`config.mk`:
```
export PLATFORM = sky130hd
export DESIGN_NAME = rover_key_irq_master
export DESIGN_NICKNAME = d
export VERILOG_FILES = /design/src/rtl/rover_key_pkg.sv /design/src/rtl/rover_key_event_hold.sv /design/src/rtl/rover_key_irq_master.sv
export SDC_FILE = /design/constraint.sdc
export NUM_CORES = 1
export LEC_CHECK = 0
export ABC_AREA = 1
export CORE_ASPECT_RATIO = 0.6
export CORE_MARGIN = 2
export CORE_UTILIZATION = 31
export CTS_CLUSTER_DIAMETER = 150
export DETAILED_ROUTE_END_ITERATION = 6
export HOLD_SLACK_MARGIN = 0.02
export PLACE_DENSITY = 0.9
export SETUP_SLACK_MARGIN = 0.5
export SLEW_MARGIN = 20
export SYNTH_ARGS = -nofsm -noshare
export SYNTH_HDL_FRONTEND = slang
export SYNTH_SLANG_ARGS = --single-unit
```
`constraint.sdc`:
```
create_clock -name clk -period 1.8 [get_ports clk]
set_clock_uncertainty 0.1 [all_clocks]
set_input_delay 0.18 -clock clk [delete_from_list [all_inputs] [get_ports clk]]
set_output_delay 0.18 -clock clk [all_outputs]
set_load 0.02 [all_outputs]
```
`src/rtl/rover_key_pkg.sv`:
```
// Shared definitions for the rover key PIO servicing logic.
//   - state_t      : servicing FSM states
//   - KEY_ADDR_*   : PIO register addresses (data, irq mask, edge capture)
//   - AVALON_DW    : Avalon-MM data width
package rover_key_pkg;

   localparam int unsigned AVALON_DW = 32;

   localparam logic [1:0] KEY_ADDR_DATA = 2'd0;
   localparam logic [1:0] KEY_ADDR_MASK = 2'd2;
   localparam logic [1:0] KEY_ADDR_EDGE = 2'd3;

   typedef enum logic [2:0] {
      INIT,
      IDLE,
      RD,
      WAIT,
      CLR,
      POST
   } state_t;

endpackage

```
`src/rtl/rover_key_event_hold.sv`:
```
// Holds one pending key event for the valid/ready stream.
// A load with a non-zero capture either posts a fresh event or, when the
// current event is still unconsumed, ORs the new keys in and flags overflow.
// Ports:
//   clk, reset_n : clock, asynchronous active-low reset
//   i_load       : capture is final this cycle (FSM in POST)
//   i_cap        : captured edge bits
//   i_ready      : consumer accepts the event
//   i_ovf_clr    : clears the sticky overflow flag
//   o_valid      : event available
//   o_data       : event key bits
//   o_overflow   : sticky merge indicator
module rover_key_event_hold
   import rover_key_pkg::*;
#(
   parameter int unsigned KEY_W = 2
) (
   input  logic             clk,
   input  logic             reset_n,
   input  logic             i_load,
   input  logic [KEY_W-1:0] i_cap,
   input  logic             i_ready,
   input  logic             i_ovf_clr,
   output logic             o_valid,
   output logic [KEY_W-1:0] o_data,
   output logic             o_overflow
);

   logic             r_valid;
   logic [KEY_W-1:0] r_data;
   logic             r_overflow;

   logic             w_valid_d;
   logic [KEY_W-1:0] w_data_d;
   logic             w_overflow_d;
   logic             w_ovf_set;

   always_comb begin
      w_valid_d = r_valid;
      w_data_d  = r_data;
      w_ovf_set = 1'b0;
      // A spurious (all-zero) capture leaves the event alone but must not
      // block the ordinary handshake.
      if (i_load && (|i_cap)) begin
         if (!r_valid || i_ready) begin
            w_data_d  = i_cap;
            w_valid_d = 1'b1;
         end else begin
            w_data_d  = r_data | i_cap;
            w_ovf_set = 1'b1;
         end
      end else if (r_valid && i_ready) begin
         w_valid_d = 1'b0;
      end
      // Set beats clear when both happen in one cycle.
      if (w_ovf_set) begin
         w_overflow_d = 1'b1;
      end else if (i_ovf_clr) begin
         w_overflow_d = 1'b0;
      end else begin
         w_overflow_d = r_overflow;
      end
   end

   always_ff @(posedge clk or negedge reset_n) begin
      if (!reset_n) begin
         r_valid    <= 1'b0;
         r_data     <= '0;
         r_overflow <= 1'b0;
      end else begin
         r_valid    <= w_valid_d;
         r_data     <= w_data_d;
         r_overflow <= w_overflow_d;
      end
   end

   assign o_valid    = r_valid;
   assign o_data     = r_data;
   assign o_overflow = r_overflow;

endmodule

```
`src/rtl/rover_key_irq_master.sv`:
```
// Avalon-MM initiator servicing the rover key PIO without CPU involvement.
// After reset it writes the irq mask; on each irq it reads edge capture,
// clears it, and hands the captured keys to the event holder.
// Ports:
//   clk, reset_n      : clock, asynchronous active-low reset
//   irq               : PIO level interrupt
//   address, chipselect, write_n, writedata : Avalon request (all registered)
//   readdata          : PIO read data, valid READ_LATENCY cycles after request
//   key_valid, key_data, key_ready : key event stream
//   overflow, overflow_clr         : sticky merge flag and its clear
module rover_key_irq_master
   import rover_key_pkg::*;
#(
   parameter int unsigned       KEY_W         = 2,
   parameter logic [KEY_W-1:0]  IRQ_MASK_INIT = 2'b11,
   parameter int unsigned       READ_LATENCY  = 1
) (
   input  logic                 clk,
   input  logic                 reset_n,
   input  logic                 irq,
   output logic [1:0]           address,
   output logic                 chipselect,
   output logic                 write_n,
   output logic [AVALON_DW-1:0] writedata,
   input  logic [AVALON_DW-1:0] readdata,
   output logic                 key_valid,
   output logic [KEY_W-1:0]     key_data,
   input  logic                 key_ready,
   output logic                 overflow,
   input  logic                 overflow_clr
);

   localparam logic [1:0] WAIT_LAST = 2'(READ_LATENCY - 1);

   state_t                 r_state;
   state_t                 w_state_d;
   logic [1:0]             r_wait_cnt;
   logic [1:0]             w_wait_cnt_d;
   logic [KEY_W-1:0]       r_cap;

   logic [1:0]             r_address;
   logic                   r_chipselect;
   logic                   r_write_n;
   logic [AVALON_DW-1:0]   r_writedata;

   logic [1:0]             w_address_d;
   logic                   w_chipselect_d;
   logic                   w_write_n_d;
   logic [AVALON_DW-1:0]   w_writedata_d;

   logic                   w_capture;
   logic                   w_load;
   logic                   w_unused_rd;

   // Next state. Bus outputs are registered from the next state, so r_state
   // always names the phase currently visible on the bus.
   always_comb begin
      w_state_d    = r_state;
      w_wait_cnt_d = r_wait_cnt;
      unique case (r_state)
         // Stay until the mask write has actually been on the bus one cycle.
         INIT:    if (r_chipselect) w_state_d = IDLE;
         IDLE:    if (irq) w_state_d = RD;
         RD: begin
            w_state_d    = WAIT;
            w_wait_cnt_d = WAIT_LAST;
         end
         WAIT: begin
            if (r_wait_cnt == 2'd0) begin
               w_state_d = CLR;
            end else begin
               w_wait_cnt_d = r_wait_cnt - 2'd1;
            end
         end
         CLR:     w_state_d = POST;
         POST:    w_state_d = IDLE;
         default: w_state_d = IDLE;
      endcase
   end

   // Bus request for the state being entered.
   always_comb begin
      w_chipselect_d = 1'b0;
      w_write_n_d    = 1'b1;
      w_address_d    = KEY_ADDR_DATA;
      w_writedata_d  = '0;
      unique case (w_state_d)
         INIT: begin
            w_chipselect_d = 1'b1;
            w_write_n_d    = 1'b0;
            w_address_d    = KEY_ADDR_MASK;
            w_writedata_d  = {{(AVALON_DW-KEY_W){1'b0}}, IRQ_MASK_INIT};
         end
         RD: begin
            w_chipselect_d = 1'b1;
            w_address_d    = KEY_ADDR_EDGE;
         end
         WAIT: w_address_d = KEY_ADDR_EDGE;
         CLR: begin
            w_chipselect_d = 1'b1;
            w_write_n_d    = 1'b0;
            w_address_d    = KEY_ADDR_EDGE;
         end
         default: ;
      endcase
   end

   assign w_capture   = (r_state == WAIT) && (r_wait_cnt == 2'd0);
   assign w_load      = (r_state == POST);
   assign w_unused_rd = ^readdata[AVALON_DW-1:KEY_W];

   always_ff @(posedge clk or negedge reset_n) begin
      if (!reset_n) begin
         r_state      <= INIT;
         r_wait_cnt   <= 2'd0;
         r_cap        <= '0;
         r_address    <= KEY_ADDR_DATA;
         r_chipselect <= 1'b0;
         r_write_n    <= 1'b1;
         r_writedata  <= '0;
      end else begin
         r_state      <= w_state_d;
         r_wait_cnt   <= w_wait_cnt_d;
         r_address    <= w_address_d;
         r_chipselect <= w_chipselect_d;
         r_write_n    <= w_write_n_d;
         r_writedata  <= w_writedata_d;
         if (w_capture) r_cap <= readdata[KEY_W-1:0];
      end
   end

   assign address    = r_address;
   assign chipselect = r_chipselect;
   assign write_n    = r_write_n;
   assign writedata  = r_writedata;

   rover_key_event_hold #(
      .KEY_W (KEY_W)
   ) u_event_hold (
      .clk        (clk),
      .reset_n    (reset_n),
      .i_load     (w_load),
      .i_cap      (r_cap),
      .i_ready    (key_ready),
      .i_ovf_clr  (overflow_clr),
      .o_valid    (key_valid),
      .o_data     (key_data),
      .o_overflow (overflow)
   );

endmodule

```
## After elaboration in Yosys (flattened, before gate mapping)

Index checks and enable logic that the tools add are counted.

| storage, ports and cells | value |
|---|---|
| register bits after elaboration | 47 |
| input bits | 37 |
| output and inout bits | 40 |

| operators by class | value |
|---|---|
| add/subtract/negate cells | 1 |
| eq/ne operators | 10 |
| multiplexer cells | 18 |
| bitwise operators | 1 |
| reduce and logical (&&, ||, !) cells | 17 |

Operators with widths:

| operator | count |
|---|---|
| case mux 3 bit (5 select lines) | 1 |
| == test 3 x 2 -> 1 bit, second input constant | 4 |
| == test 3 bit, second input constant | 3 |
| two-way mux 1 bit | 9 |
| two-way mux 3 bit | 3 |
| case mux 2 bit (2 select lines) | 2 |
| zero test 3 bit | 2 |
| two-way mux 2 bit | 3 |
| nonzero test 2 bit | 3 |
| OR reduction 3 bit | 2 |
| != test 2 bit, second input constant | 2 |
| AND reduction 2 bit | 2 |
| OR reduction 2 bit | 2 |
| == test 3 x 1 -> 1 bit, second input constant | 1 |
| logical AND 1 bit | 3 |
| zero test 2 bit | 1 |
| bitwise OR 2 bit | 1 |
| subtractor 2 x 1 -> 2 bit, second input constant | 1 |
| zero test 1 bit | 1 |
| logical OR 1 bit | 1 |

## Longest topological paths before layout

Gate-level depths: netlist of the first run.

| logic depth | value |
|---|---|
| depth after elaboration | 6 |
| mapped depth | 7 |

## Hierarchy

A second synthesis of the first run with hierarchy kept.

| unflattened totals | value |
|---|---|
| cell total of the unflattened synthesis | 105 |
| area, all modules | 900.9 sq um |

Modules (own cells, without submodules):

| module | times used | cells an instance | area an instance (sq um) | sequential area each (sq um) |
|---|---|---|---|---|
| rover_key_irq_master | 1 | 86 | 740.7 | 301.5 |
| rover_key_event_hold | 1 | 19 | 160.2 | 100.1 |

## Least setup slack after synthesis of the first run

OpenSTA, ideal clock, no wires.

| path | value |
|---|---|
| path kind | reg2reg |
| start | reg r_wait_cnt[0] |
| end | reg r_writedata[0] (netlist: writedata[0]) |
| library setup time | 0.121 ns |
| arrival | 1.013 ns |
| data required time | 1.579 ns |
| slack | 0.566 ns |
| stages on the path, launching flop included | 8 |
| buffers on the path | 0 |
| clock period less this slack | 1.234 ns |
| cell sequence | dfrtp_1 inv_1 ha_1 nand2_1 nor3_2 inv_2 nand3_1 nor2_1 |

| between the ends | value |
|---|---|
| cells in the longest elaborated chain, start to end | 5 |

Ends and longest elaborated chain:

| what | line | text |
|---|---|---|
| start, declared | rover_key_irq_master.sv:37 | `logic [1:0] r_wait_cnt;` |
| start signal, assigned | rover_key_irq_master.sv:123 | `r_wait_cnt <= w_wait_cnt_d;` |
| zero test 2 bit | rover_key_irq_master.sv:69 | `if (r_wait_cnt == 2'd0) begin` |
| two-way mux 3 bit | rover_key_irq_master.sv:69 |  |
| case mux 3 bit (5 select lines) | rover_key_irq_master.sv:60 | `unique case (r_state)` |
| zero test 3 bit | rover_key_irq_master.sv:87 | `unique case (w_state_d)` |
| two-way mux 2 bit | rover_key_irq_master.sv:87 |  |
| named net w_writedata_d[0] | rover_key_irq_master.sv:49 | `logic [AVALON_DW-1:0] w_writedata_d;` |
| end signal, assigned | rover_key_irq_master.sv:127 | `r_writedata <= w_writedata_d;` |
| end, declared | rover_key_irq_master.sv:44 | `logic [AVALON_DW-1:0] r_writedata;` |

The timed path passes the listed nets, and every way through them passes these cells.
A chain may end at the register's enable or synchronous reset.

## Worst setup path after layout of the first run

| path | value |
|---|---|
| start | reg r_wait_cnt[0] |
| end | reg r_cap[1] |

| between the ends | value |
|---|---|
| cells in the longest elaborated chain, start to end | 2 |

Ends and longest elaborated chain:

| what | line | text |
|---|---|---|
| zero test 2 bit | rover_key_irq_master.sv:108 | `assign w_capture = (r_state == WAIT) && (r_wait_cnt == 2'd0);` |
| logical AND 1 bit | rover_key_irq_master.sv:108 |  |
| end signal, assigned | rover_key_irq_master.sv:128 | `if (w_capture) r_cap <= readdata[KEY_W-1:0];` |
| end, declared | rover_key_irq_master.sv:39 | `logic [KEY_W-1:0] r_cap;` |

No other way between the ends.

==> qor_table.md, run 1 <==
| Quantity | Value |
| --- | --- |
| EDFF count, synth | 0 |
| Startpoint-to-endpoint class of the critical path | flip-flop to flip-flop |
| Critical path data arrival time | 1.28 ns |
| Total clock buffers created by CTS | 3 |
| Vias | 611 |
| Global-route wire length before repair | 2.35 mm |
| Detailed-router iteration count before antenna repair | 4 |
| Critical path endpoint | r_cap[1]$_DFFE_PN0P_ |
| Total global routing track utilization | 0.0967 |
| Number of setup violations in the final report | 0 |
| Initial antenna violation count | 0 |
| Syn-to-layout area delta | 22.5% |
| Combinational share of power | 0.500 |
| Synth cell count leaders | sky130_fd_sc_hd__buf_4 (31), sky130_fd_sc_hd__nand2_1 (19), sky130_fd_sc_hd__dfrtp_1 (15), sky130_fd_sc_hd__inv_1 (7), sky130_fd_sc_hd__nor2_1 (7) |
| Leading cell type by number of instances after synthesis | sky130_fd_sc_hd__buf_4 |
| DR iter-0 viols | 22 |
| Netlist cell types | 18 |
| Avg Inst Size Synth | 8.70 um2 |
| Top cell type's share of synthesized area | 0.415 |
| Post-detailed-route count of antenna-violating nets | 0 |
| Max VDD drop | 0.000431 V |
| Top achievable clock speed | 0.808 GHz |
| Cells taking the most area after synthesis | sky130_fd_sc_hd__dfrtp_1 (41%), sky130_fd_sc_hd__buf_4 (26%), sky130_fd_sc_hd__nand2_1 (7.9%), sky130_fd_sc_hd__o21ai_0 (3.3%), sky130_fd_sc_hd__dfstp_2 (2.9%) |
| Worst slack on hold paths | 0.142 ns |
| Wirelength, routed | 1.49 mm |
| Number of ports placed on the die boundary | 77 |
| Required time at the endpoint of the critical path | 1.84 ns |
| Share of cells above drive strength 1 | 0.236 |
| Width of the die | 73.7 um |
| Minimum clock period after layout | 1.24 ns |
| Post-Syn Area | 905 um2 |
| Buffers added on ports | 16 |
| Clock tree from TritonCTS | done |
| Nets | 166 |
| Fraction of power consumed by sequential logic | 0.354 |
| Hold Vio Cnt, Final | 0 |
| Status | complete, no violations |
| Clock tree sinks | 16 |
| Clock-pin slew on the worst setup and hold paths | 0.06 ns |
| Switching portion of total power | 0.437 |
| Maximum number of pins on one net before global-route repair | 17 |
| Synthesized instance count | 104 |
| Yosys synthesis warning count | 0 |
| Seq/Total Area, Yosys | 0.444 |
| Worst setup startpoint | r_wait_cnt[0]$_DFFE_PN0P_ |
| Total overflow reported by the global router | 0 |
| Proportion of register bits with asynchronous set or reset after synthesis | 1.00 |
| Number of cell instances on the worst register-to-register path | 7 |
| Switching power of the nets | 0.000819 W |
| CP startpoint kind | flip-flop |
| Worst reg-to-reg setup slack | 0.56 ns |
| RSZ-0062 raised after global routing | true |
| Max-cap check violation count | 0 |
| Via density per instance | 3.80 |
| Final Max Tran Viols | 0 |
| Static Leakage | 0.584 nW |
| P per Cell Area | 1690 nW/um2 |
| Post-detail-place hpwl | 1.04 mm |
| Post-synth top flop | sky130_fd_sc_hd__dfrtp_1 |
| Initial core utilization | 0.321 |
| Number of standard-cell rows in the floorplan | 15 |
| CTS Root Cell | sky130_fd_sc_hd__clkbuf_8 |
| Startpoint of the worst-slack reg-to-reg timing path | r_wait_cnt[0]$_DFFE_PN0P_ |
| Layout fillers | 295 |
| Final worst path period share | 0.688 |
| Vias in the first global route | 545 |
| Bufs on Longest Clock Path | 2 |
| Share of total power in the clock network | 0.146 |
| Post-synthesis register bit count | 16 |
| Critical Path Fanout Max | 5 |
| Core Footprint | 2820 um2 |
| Internal power summed over all cells | 0.00105 W |
| # H-tree levels | 1 |
| Area of the die | 3380 um2 |
| Drt wl/cell | 9.24 um |
| Total Negative Setup Slacks | 0 ns |
| Overall die height | 45.8 um |
| Antenna diode instance count | 0 |
| Insertion delay of the later-clocked pin in the worst-skew pair | 0.25 ns |
| End of the worst register-to-register path | r_cap[1]$_DFFE_PN0P_ |
| Crit end category | flip-flop |
| Path type of the worst min-delay path | input pin to asynchronous set/reset pin |
| Total DRC errors in the routed layout | 0 |
| Cell taking the most area after synthesis | sky130_fd_sc_hd__dfrtp_1 |
| Placer Congestion | 0.700 |
==> state kept, by name, indices dropped and copies added (netlist names) <==
name and cells:
u_event_hold.o_overflow 1, r_cap 2, chipselect 1, address 2, writedata 1, u_event_hold.o_valid 1
r_wait_cnt 2, write_n 1, u_event_hold.o_data 2, r_state 3
==> logic make-up after synthesis <==
group                      count (synthesis)  synth area share
DFF                                       16             0.444
adders and majority gates                  1            0.0138
and+or+nand+nor                           34             0.163
AOI/OAI and AO/OA                          9            0.0678
buffers and inverters                     43             0.307
other                                      1           0.00415
==> worst max-delay path: stages (launching register included) <==
cell,delay (ns)
sky130_fd_sc_hd__dfrtp_1,0.39
sky130_fd_sc_hd__inv_2,0.07
sky130_fd_sc_hd__ha_4,0.14
sky130_fd_sc_hd__nand2_4,0.06
sky130_fd_sc_hd__nor3_4,0.15
sky130_fd_sc_hd__inv_2,0.09
sky130_fd_sc_hd__nand2_1,0.07
sky130_fd_sc_hd__nand2_1,0.05
==> power by group through the flow <==
| stage | Sequential (W) | Combinational (W) | Clock, W |
|---|---|---|---|
| 2_1_floorplan | 0.000732 | 0.000509 | 0 |
| 3_3_place_gp | 0.000638 | 0.000804 | 0 |
| 3_5_place_dp | 0.000645 | 0.000824 | 0 |
| 4_1_cts | 0.000643 | 0.000829 | 0.000283 |
| 5_1_grt | 0.000686 | 0.00104 | 0.000296 |
| 6_report | 0.000663 | 0.000936 | 0.000274 |
==> how the worst min path moves through the flow <==
stage                                       startpoint                                  end  slack, ns  cells after the start
floorplan                                      reset_n                 address[0]$_DFF_PN0_      -0.22                      0
global placement    u_event_hold.o_data[1]$_DFFE_PN0P_   u_event_hold.o_data[1]$_DFFE_PN0P_       0.38                      2
detailed placement           r_wait_cnt[0]$_DFFE_PN0P_            r_wait_cnt[0]$_DFFE_PN0P_       0.38                      1
CTS                                            reset_n   u_event_hold.o_data[1]$_DFFE_PN0P_       0.14                      2
global route                                   reset_n   u_event_hold.o_data[1]$_DFFE_PN0P_       0.17                      2
finish                                         reset_n  u_event_hold.o_overflow$_DFFE_PN0P_       0.14                      2
==> area by class of cell <==
cell class,instances,area [um2],share of cell area
tap,34,42.5,0.0384
inverter,12,45.0,0.0406
multi-input combinational,74,378,0.341
sequential,16,404,0.365
timing repair buffer,21,194,0.175
clock buffer,4,45.0,0.0406
==> layer usage <==
metal	up-vias	share of wire	track usage
met3	2	0.058	0.0398
met2	23	0.50	0.154
met1	281	0.42	0.112
li1	305	-	-
met4	0	0.019	0.0545
met5	-	0	0
==> layout by cell type, fill, tap and decap left out, types with 2 or more instances in the layout <==
cell type and n:
sky130_fd_sc_hd__clkbuf_8 3, sky130_fd_sc_hd__clkdlybuf4s50_1 6, sky130_fd_sc_hd__inv_1 4, sky130_fd_sc_hd__buf_4 4, sky130_fd_sc_hd__o21ai_0 6, sky130_fd_sc_hd__nand2_2 2, sky130_fd_sc_hd__nand3_2 2, sky130_fd_sc_hd__conb_1 30
sky130_fd_sc_hd__inv_2 8, sky130_fd_sc_hd__dlygate4sd2_1 9, sky130_fd_sc_hd__nor2_1 6, sky130_fd_sc_hd__nand2_1 18, sky130_fd_sc_hd__dfrtp_2 2, sky130_fd_sc_hd__dfrtp_1 13
==> what timing repair did <==
action,4_1_cts,5_1_grt
setup endpoints to repair,14,15
pin swaps,2,2
hold buffers,0,0
buffers inserted,2,2
resized for setup,15,11
==> through the flow <==
stage	area [um2]	power, W	std cells	worst slack [ns]	utilization
2_1_floorplan	1010	0.00124	133	0.566	-
3_3_place_gp	991	0.00144	153	0.442	0.352
3_5_place_dp	991	0.00147	153	0.438	0.352
4_1_cts	1060	0.00175	159	0.436	0.376
5_1_grt	1110	0.00203	161	0.484	0.394
6_report	1110	0.00187	161	0.562	0.394
(Power assumes the default switching activity.)
==> run 2: changes to the inputs <==
- clock period: 1.8 -> 1.2 ns (I/O delays scaled with it)
==> qor_table.md, run 2 (synthesized netlist as in run 1, its figures left out) <==
| Quantity | Value | vs previous |
| --- | --- | --- |
| Status | complete, but fails checks |  |
| Failing checks | negative setup slack |  |
| Hold-fix buffers at CTS | 0 | unchanged |
| Switching power of the nets | 0.00133 W | +63% |
| Stages on worst setup path | 7 | unchanged |
| Critical Path Max Stage Delay | 0.39 ns | about the same |
| Syn-to-layout area delta | 30.0% |  |
| Most used cells in the layout excluding fill and tap cells | sky130_fd_sc_hd__conb_1 (30), sky130_fd_sc_hd__nand2_1 (16), sky130_fd_sc_hd__dfrtp_1 (13), sky130_fd_sc_hd__buf_6 (11), sky130_fd_sc_hd__inv_2 (9) |  |
| Vias in the first global route | 515 | -5.5% |
| Total DRC errors in the routed layout | 0 | unchanged |
| Via density per instance | 3.92 | +3.3% |
| CP delay by family, top | flip-flops |  |
| Clock-pin slew on the worst setup and hold paths | 0.06 ns | about the same |
| Number of ports placed on the die boundary | 77 | unchanged |
| Combinational share of power | 0.531 | +0.031 |
| Number of cell instances on the worst register-to-register path | 7 | unchanged |
| Buffers added on ports | 16 | unchanged |
| Insertion delay of the later-clocked pin in the worst-skew pair | 0.25 ns | about the same |
| RSZ-0062 raised after global routing | true |  |
| Clock tree from TritonCTS | done |  |
| Number of setup violations in the final report | 8 | +8 |
| Number of flip-flops in the largest register | 3 | unchanged |
| Slowest cell on crit path | sky130_fd_sc_hd__dfrtp_1 |  |
| Vias | 643 | +5.2% |
| Placer Congestion | 0.802 | +15% |
| Critical path data arrival time | 1.30 ns | +0.02 ns |
| Startpoint-to-endpoint class of the critical path | flip-flop to flip-flop |  |
| Buffers & Inverters on Critical Path | 2 | unchanged |
| Share of cells above drive strength 1 | 0.362 | +0.125 |
| Placed Area | 1020 um2 | +2.9% |
| Final instance count without filler cells | 164 | +1.9% |
| Fraction of power consumed by sequential logic | 0.320 | -0.034 |
| Minimum clock period after layout | 1.26 ns | +0.0198 ns |
| Total clock buffers created by CTS | 3 | unchanged |
| Total overflow reported by the global router | 0 | unchanged |
| Number of standard-cell rows in the floorplan | 15 | unchanged |
| P per Cell Area | 2700 nW/um2 | +60% |
| Crit end category | flip-flop |  |
| CTS Root Cell | sky130_fd_sc_hd__clkbuf_8 |  |
| Post-detail-place hpwl | 1.09 mm | +4.6% |
| Maximum number of pins on one net before global-route repair | 17 | unchanged |
| Share of total power in the clock network | 0.149 | +0.003 |
| Detailed-router iteration count before antenna repair | 4 | unchanged |
| Max-cap check violation count | 0 | unchanged |
| CP startpoint kind | flip-flop |  |
| Required time at the endpoint of the critical path | 1.24 ns | -0.60 ns |
| Switching portion of total power | 0.420 | -0.0170 |
| Nets | 169 | +1.8% |
| Path type of the worst min-delay path | input pin to asynchronous set/reset pin |  |
| Wirelength, routed | 1.59 mm | +6.7% |
| Bufs on Longest Clock Path | 2 | unchanged |
| Top achievable clock speed | 0.795 GHz | -1.6% |
| Total global routing track utilization | 0.0951 | -0.00153 |
| Clock tree sinks | 16 | unchanged |
| Global-route wire length before repair | 2.30 mm | -2.3% |
| Overall die height | 45.8 um | unchanged |
| Final worst setup slack | -0.0580 ns | -0.620 ns |
| Internal power summed over all cells | 0.00184 W | +75% |
| DR iter-0 viols | 41 | +86% |
| Drt wl/cell | 9.67 um | +4.7% |
| Final Max Tran Viols | 0 | unchanged |
| Initial antenna violation count | 0 | unchanged |
| Critical Path Fanout Max | 5 | unchanged |
| Max VDD drop | 0.000781 V | +81% |
| Final Instance Area | 1180 um2 | +6.1% |
| Width of the die | 73.7 um | unchanged |
| Initial core utilization | 0.321 | unchanged |
| Final worst path period share | 1.05 | +0.360 |
| Worst path cell trace | inv_2, ha_4, nand2_4, nor3_4, inv_2, nand2_1, nand2_1 |  |
| Hold Vio Cnt, Final | 0 | unchanged |
| Core Footprint | 2820 um2 | unchanged |
| Number of cells after detailed placement | 155 | +1.3% |
| Post-detailed-route count of antenna-violating nets | 0 | unchanged |
| Commonest non-fill, non-tap cell in the layout | sky130_fd_sc_hd__conb_1 |  |
| Antenna diode instance count | 0 | unchanged |
| # H-tree levels | 1 | unchanged |
| Area of the die | 3380 um2 | unchanged |
| Static Leakage | 0.600 nW | +2.7% |
| Largest register by flop count | r_state |  |
[run 2: worst paths after layout]
path                                            from                        end  slack [ns]
min reg2reg                r_wait_cnt[1]$_DFFE_PN0P_  r_wait_cnt[1]$_DFFE_PN0P_        0.41
max reg2reg                r_wait_cnt[0]$_DFFE_PN0P_       r_cap[0]$_DFFE_PN0P_       -0.06
max in group asynchronous                    reset_n          write_n$_DFF_PN1_        0.67
min in group clk                         readdata[0]       r_cap[0]$_DFFE_PN0P_        0.32
min                                          reset_n       chipselect$_DFF_PN0_        0.09
max                        r_wait_cnt[0]$_DFFE_PN0P_       r_cap[0]$_DFFE_PN0P_       -0.06
[run 2: through the flow]
step	total power [W]	setup TNS (ns)	setup slack, ns	utilization	hold slack, ns
floorplan	0.00192	-0.00425	-0.00425	-	-0.276
global placement	0.00226	-0.490	-0.0964	0.362	0.367
detailed placement	0.00231	-0.754	-0.102	0.362	0.359
CTS	0.00310	-0.413	-0.0828	0.413	0.0867
global route	0.00337	-0.865	-0.112	0.418	0.110
finish	0.00317	-0.320	-0.0580	0.418	0.0877
[run 2: layout make-up]
type / instances / area (um2)
clock buffer: 4 / 55.1
fill: 275 / 1640
inverter: 12 / 45.0
multi-input combinational: 74 / 393
sequential: 16 / 404
tap: 34 / 42.5
timing repair buffer: 24 / 236
[run 2: repair_timing]
action,in CTS,in global routing
resized for setup,78,2
pin swaps,4,4
setup endpoints to repair,26,26
buffers inserted,4,1
[run 2: power by group through the flow]
stage                     registers, W  logic (W)  clock network, W
after floorplan                0.00111   0.000809                 0
after global placement        0.000977    0.00129                 0
after detailed placement      0.000982    0.00133                 0
after CTS                      0.00101    0.00160          0.000488
after global routing           0.00104    0.00183          0.000510
final                          0.00101    0.00168          0.000474
[run 2: worst reg2reg max path, delay by kind of cell (launching register included)]
kind                       cells  cell delay [ns]
DFF                            1             0.39
and+or+nand+nor                4             0.35
buffers and inverters          2             0.17
adders and majority gates      1             0.15
[run 2: layer usage]
| metal | vias to the layer above | wire [um] | part of all wire | GRT usage |
|---|---|---|---|---|
| li1 | 314 | - | - | - |
| met1 | 295 | 674 | 0.42 | 0.117 |
| met2 | 30 | 747 | 0.47 | 0.148 |
| met3 | 4 | 134 | 0.084 | 0.0442 |
| met4 | 0 | 29 | 0.018 | 0.0327 |
| met5 | - | 0 | 0 | 0 |
==> run 3: changes to the inputs <==
- ABC_AREA: 1 -> unset
- CORE_UTILIZATION: 31 -> 32
- PLACE_DENSITY: 0.9 -> 0.91
==> qor_table.md, run 3 <==
| Quantity | Value | vs previous |
| --- | --- | --- |
| Status | complete, but fails checks |  |
| Failing checks | negative hold slack, negative setup slack |  |
| Final Max Tran Viols | 0 | unchanged |
| Critical Path Fanout Max | 4 | -1 |
| Number of standard-cell rows in the floorplan | 15 | unchanged |
| Bufs on Longest Clock Path | 2 | unchanged |
| Antenna diode instance count | 0 | unchanged |
| Clock tree sinks | 16 | unchanged |
| Post-Syn Area | 927 um2 | +2.5% |
| Total clock buffers created by CTS | 3 | unchanged |
| Post-synth top flop | sky130_fd_sc_hd__dfrtp_1 |  |
| Nets | 166 | -1.8% |
| Largest register by flop count | r_state |  |
| Number of setup violations in the final report | 11 | +3 |
| Overall die height | 45.7 um | -0.33% |
| Number of cells after detailed placement | 151 | -2.6% |
| Total global routing track utilization | 0.105 | +0.0102 |
| Cells taking the most area after synthesis | sky130_fd_sc_hd__dfrtp_1 (40%), sky130_fd_sc_hd__buf_4 (25%), sky130_fd_sc_hd__mux2_2 (3.6%), sky130_fd_sc_hd__dfstp_2 (2.8%), sky130_fd_sc_hd__a21oi_1 (2.7%) |  |
| Netlist cell types | 25 | +7 |
| Minimum clock period after layout | 1.34 ns | +0.0802 ns |
| Clock tree from TritonCTS | done |  |
| Total DRC errors in the routed layout | 0 | unchanged |
| Final instance count without filler cells | 161 | -1.8% |
| Buffers & Inverters on Critical Path | 1 | -1 |
| Final core utilization | 0.460 | +0.0422 |
| CP startpoint kind | flip-flop |  |
| Top cell type's share of synthesized area | 0.405 | -0.0101 |
| Insertion delay of the later-clocked pin in the worst-skew pair | 0.25 ns | about the same |
| Max VDD drop | 0.000630 V | -19% |
| Seq/Total Area, Yosys | 0.433 | -0.0108 |
| Global-route wire length before repair | 2.57 mm | +12% |
| Vias in the first global route | 581 | +13% |
| Most used cells in the layout excluding fill and tap cells | sky130_fd_sc_hd__conb_1 (30), sky130_fd_sc_hd__buf_6 (14), sky130_fd_sc_hd__dfrtp_1 (13), sky130_fd_sc_hd__buf_4 (13), sky130_fd_sc_hd__clkdlybuf4s50_1 (5) |  |
| Width of the die | 73.5 um | -0.34% |
| EDFF count, synth | 0 | unchanged |
| Path type of the worst min-delay path | input pin to asynchronous set/reset pin |  |
| Number of ports placed on the die boundary | 77 | unchanged |
| Avg Inst Size Synth | 9.76 um2 | +12% |
| CTS Root Cell | sky130_fd_sc_hd__clkbuf_8 |  |
| Top achievable clock speed | 0.747 GHz | -6.0% |
| Critical path data arrival time | 1.38 ns | +0.08 ns |
| Final worst path period share | 1.12 | +0.0668 |
| Syn-to-layout area delta | 39.7% |  |
| Required time at the endpoint of the critical path | 1.24 ns | about the same |
| Post-synthesis register bit count | 16 | unchanged |
| Final worst setup slack | -0.138 ns | -0.0802 ns |
| Maximum number of pins on one net before global-route repair | 11 | -6 |
| P per Cell Area | 2400 nW/um2 | -11% |
| Clock-pin slew on the worst setup and hold paths | 0.06 ns | about the same |
| DR iter-0 viols | 14 | -66% |
| Cell taking the most area after synthesis | sky130_fd_sc_hd__dfrtp_1 |  |
| Post-detailed-route count of antenna-violating nets | 0 | unchanged |
| Yosys synthesis warning count | 0 | unchanged |
| Buffers added on ports | 16 | unchanged |
| Startpoint-to-endpoint class of the critical path | flip-flop to flip-flop |  |
| Core Footprint | 2820 um2 | unchanged |
| Max-cap check violation count | 0 | unchanged |
| Crit end category | flip-flop |  |
| Via density per instance | 4.04 | +3.0% |
| Proportion of register bits with asynchronous set or reset after synthesis | 1.00 | unchanged |
| Critical Path Max Stage Delay | 0.37 ns | -0.02 ns |
| Drt wl/cell | 11.4 um | +18% |
| Commonest non-fill, non-tap cell in the layout | sky130_fd_sc_hd__conb_1 |  |
| RSZ-0062 raised after global routing | true |  |
| Synthesized instance count | 95 | -8.7% |
| Area of the die | 3360 um2 | -0.66% |
| Detailed-router iteration count before antenna repair | 2 | -2 |
| Post-detail-place hpwl | 1.34 mm | +24% |
| Wirelength, routed | 1.83 mm | +16% |
| Slowest cell on crit path | sky130_fd_sc_hd__dfrtp_1 |  |
| Placer Congestion | 0.738 | -8.0% |
| Worst slack on hold paths | -0.372 ns | -0.460 ns |
| Share of cells above drive strength 1 | 0.441 | +0.0794 |
| Leading cell type by number of instances after synthesis | sky130_fd_sc_hd__buf_4 |  |
| CP delay by family, top | flip-flops |  |
| Initial core utilization | 0.329 | +0.00800 |
| Initial antenna violation count | 0 | unchanged |
| Worst path cell trace | inv_2, ha_4, and2_4, nand2_4, mux2_2 |  |
| Number of flip-flops in the largest register | 3 | unchanged |
| Vias | 650 | +1.1% |
| Synth cell count leaders | sky130_fd_sc_hd__buf_4 (31), sky130_fd_sc_hd__dfrtp_1 (15), sky130_fd_sc_hd__a21oi_1 (5), sky130_fd_sc_hd__o21ai_0 (5) |  |
| Total overflow reported by the global router | 0 | unchanged |
| Hold Vio Cnt, Final | 16 | +16 |
| Static Leakage | 0.635 nW | +5.8% |
| # H-tree levels | 1 | unchanged |
| Total Negative Setup Slacks | -0.726 ns | -0.406 ns |
-- run 3: cell count changes after synthesis, moves of 3 or more --
| cell | delta |
|---|---|
| sky130_fd_sc_hd__nand2b_1 | +4 |
| sky130_fd_sc_hd__nor2_1 | -3 |
| sky130_fd_sc_hd__inv_2 | -5 |
| sky130_fd_sc_hd__inv_1 | -4 |
| sky130_fd_sc_hd__a21oi_1 | +5 |
| sky130_fd_sc_hd__mux2_2 | +3 |
| sky130_fd_sc_hd__nand2_1 | -15 |
-- run 3: timing repair --
action | in CTS | in global routing
setup endpoints to repair | 26 | 36
buffers inserted | 5 | 1
pin swaps | 5 | 3
resized for setup | 68 | 8
endpoints found under the hold margin | 5 | 16
-- run 3: layout make-up --
type / count / area, um2
sequential: 16 / 404
timing repair buffer: 33 / 318
tap: 34 / 42.5
clock buffer: 4 / 55.1
fill: 275 / 1520
inverter: 3 / 11.3
multi-input combinational: 71 / 464
-- run 3: routing by layer --
| metal | wire length, um | track usage | vias to the layer above |
|---|---|---|---|
| met1 | 803 | 0.133 | 309 |
| met5 | 0 | 0 | - |
| li1 | - | - | 315 |
| met3 | 79 | 0.0332 | 2 |
| met4 | 12 | 0.0218 | 0 |
| met2 | 938 | 0.180 | 24 |
-- run 3: report_power, final --
group          switching, W  total [W]  internal (W)
clock              0.000183   0.000474      0.000291
sequential         0.000194   0.000961      0.000767
combinational      0.000809    0.00167      0.000865
total               0.00119    0.00311       0.00192
-- run 3: cell families (layout without fill, tap and decap cells) --
group,after synthesis,after routing,share of synthesized area
flops,16,16,0.433
other cells,1,30,0.00404
simple gates,24,24,0.147
buf+inv,37,40,0.286
mux,3,3,0.0364
compound gates,13,13,0.0796
fa+ha+maj,1,1,0.0135
-- run 3: through the flow --
stage	cell area (um2)	power [W]	hold WS, ns	setup WS, ns
2_1_floorplan	1110	0.00192	-0.276	-0.0909
3_3_place_gp	1130	0.00230	0.277	-0.122
3_5_place_dp	1130	0.00235	0.281	-0.163
4_1_cts	1250	0.00303	0.0145	-0.150
5_1_grt	1290	0.00327	-0.347	-0.180
6_report	1290	0.00311	-0.372	-0.138
-- run 3: final timing paths --
check,startpoint,to,slack (ns),depth (start not counted)
worst min register to register,u_event_hold.o_data[0]$_DFFE_PN0P_,u_event_hold.o_data[0]$_DFFE_PN0P_,0.44,1
worst min-delay path,reset_n,u_event_hold.o_valid$_DFFE_PN0P_,-0.37,1
min in group clk,overflow_clr,u_event_hold.o_overflow$_DFFE_PN0P_,0.36,2
worst max register to register,r_wait_cnt[0]$_DFFE_PN0P_,r_cap[1]$_DFFE_PN0P_,-0.14,5
max in group asynchronous,reset_n,r_state[1]$_DFF_PN0_,0.91,2
worst max-delay path,r_wait_cnt[0]$_DFFE_PN0P_,r_cap[1]$_DFFE_PN0P_,-0.14,5
-- run 3: worst reg2reg max path: stages, from the launching register on --
cell,delay (ns)
sky130_fd_sc_hd__dfrtp_1,0.37
sky130_fd_sc_hd__inv_2,0.05
sky130_fd_sc_hd__ha_4,0.15
sky130_fd_sc_hd__and2_4,0.15
sky130_fd_sc_hd__nand2_4,0.07
sky130_fd_sc_hd__mux2_2,0.33
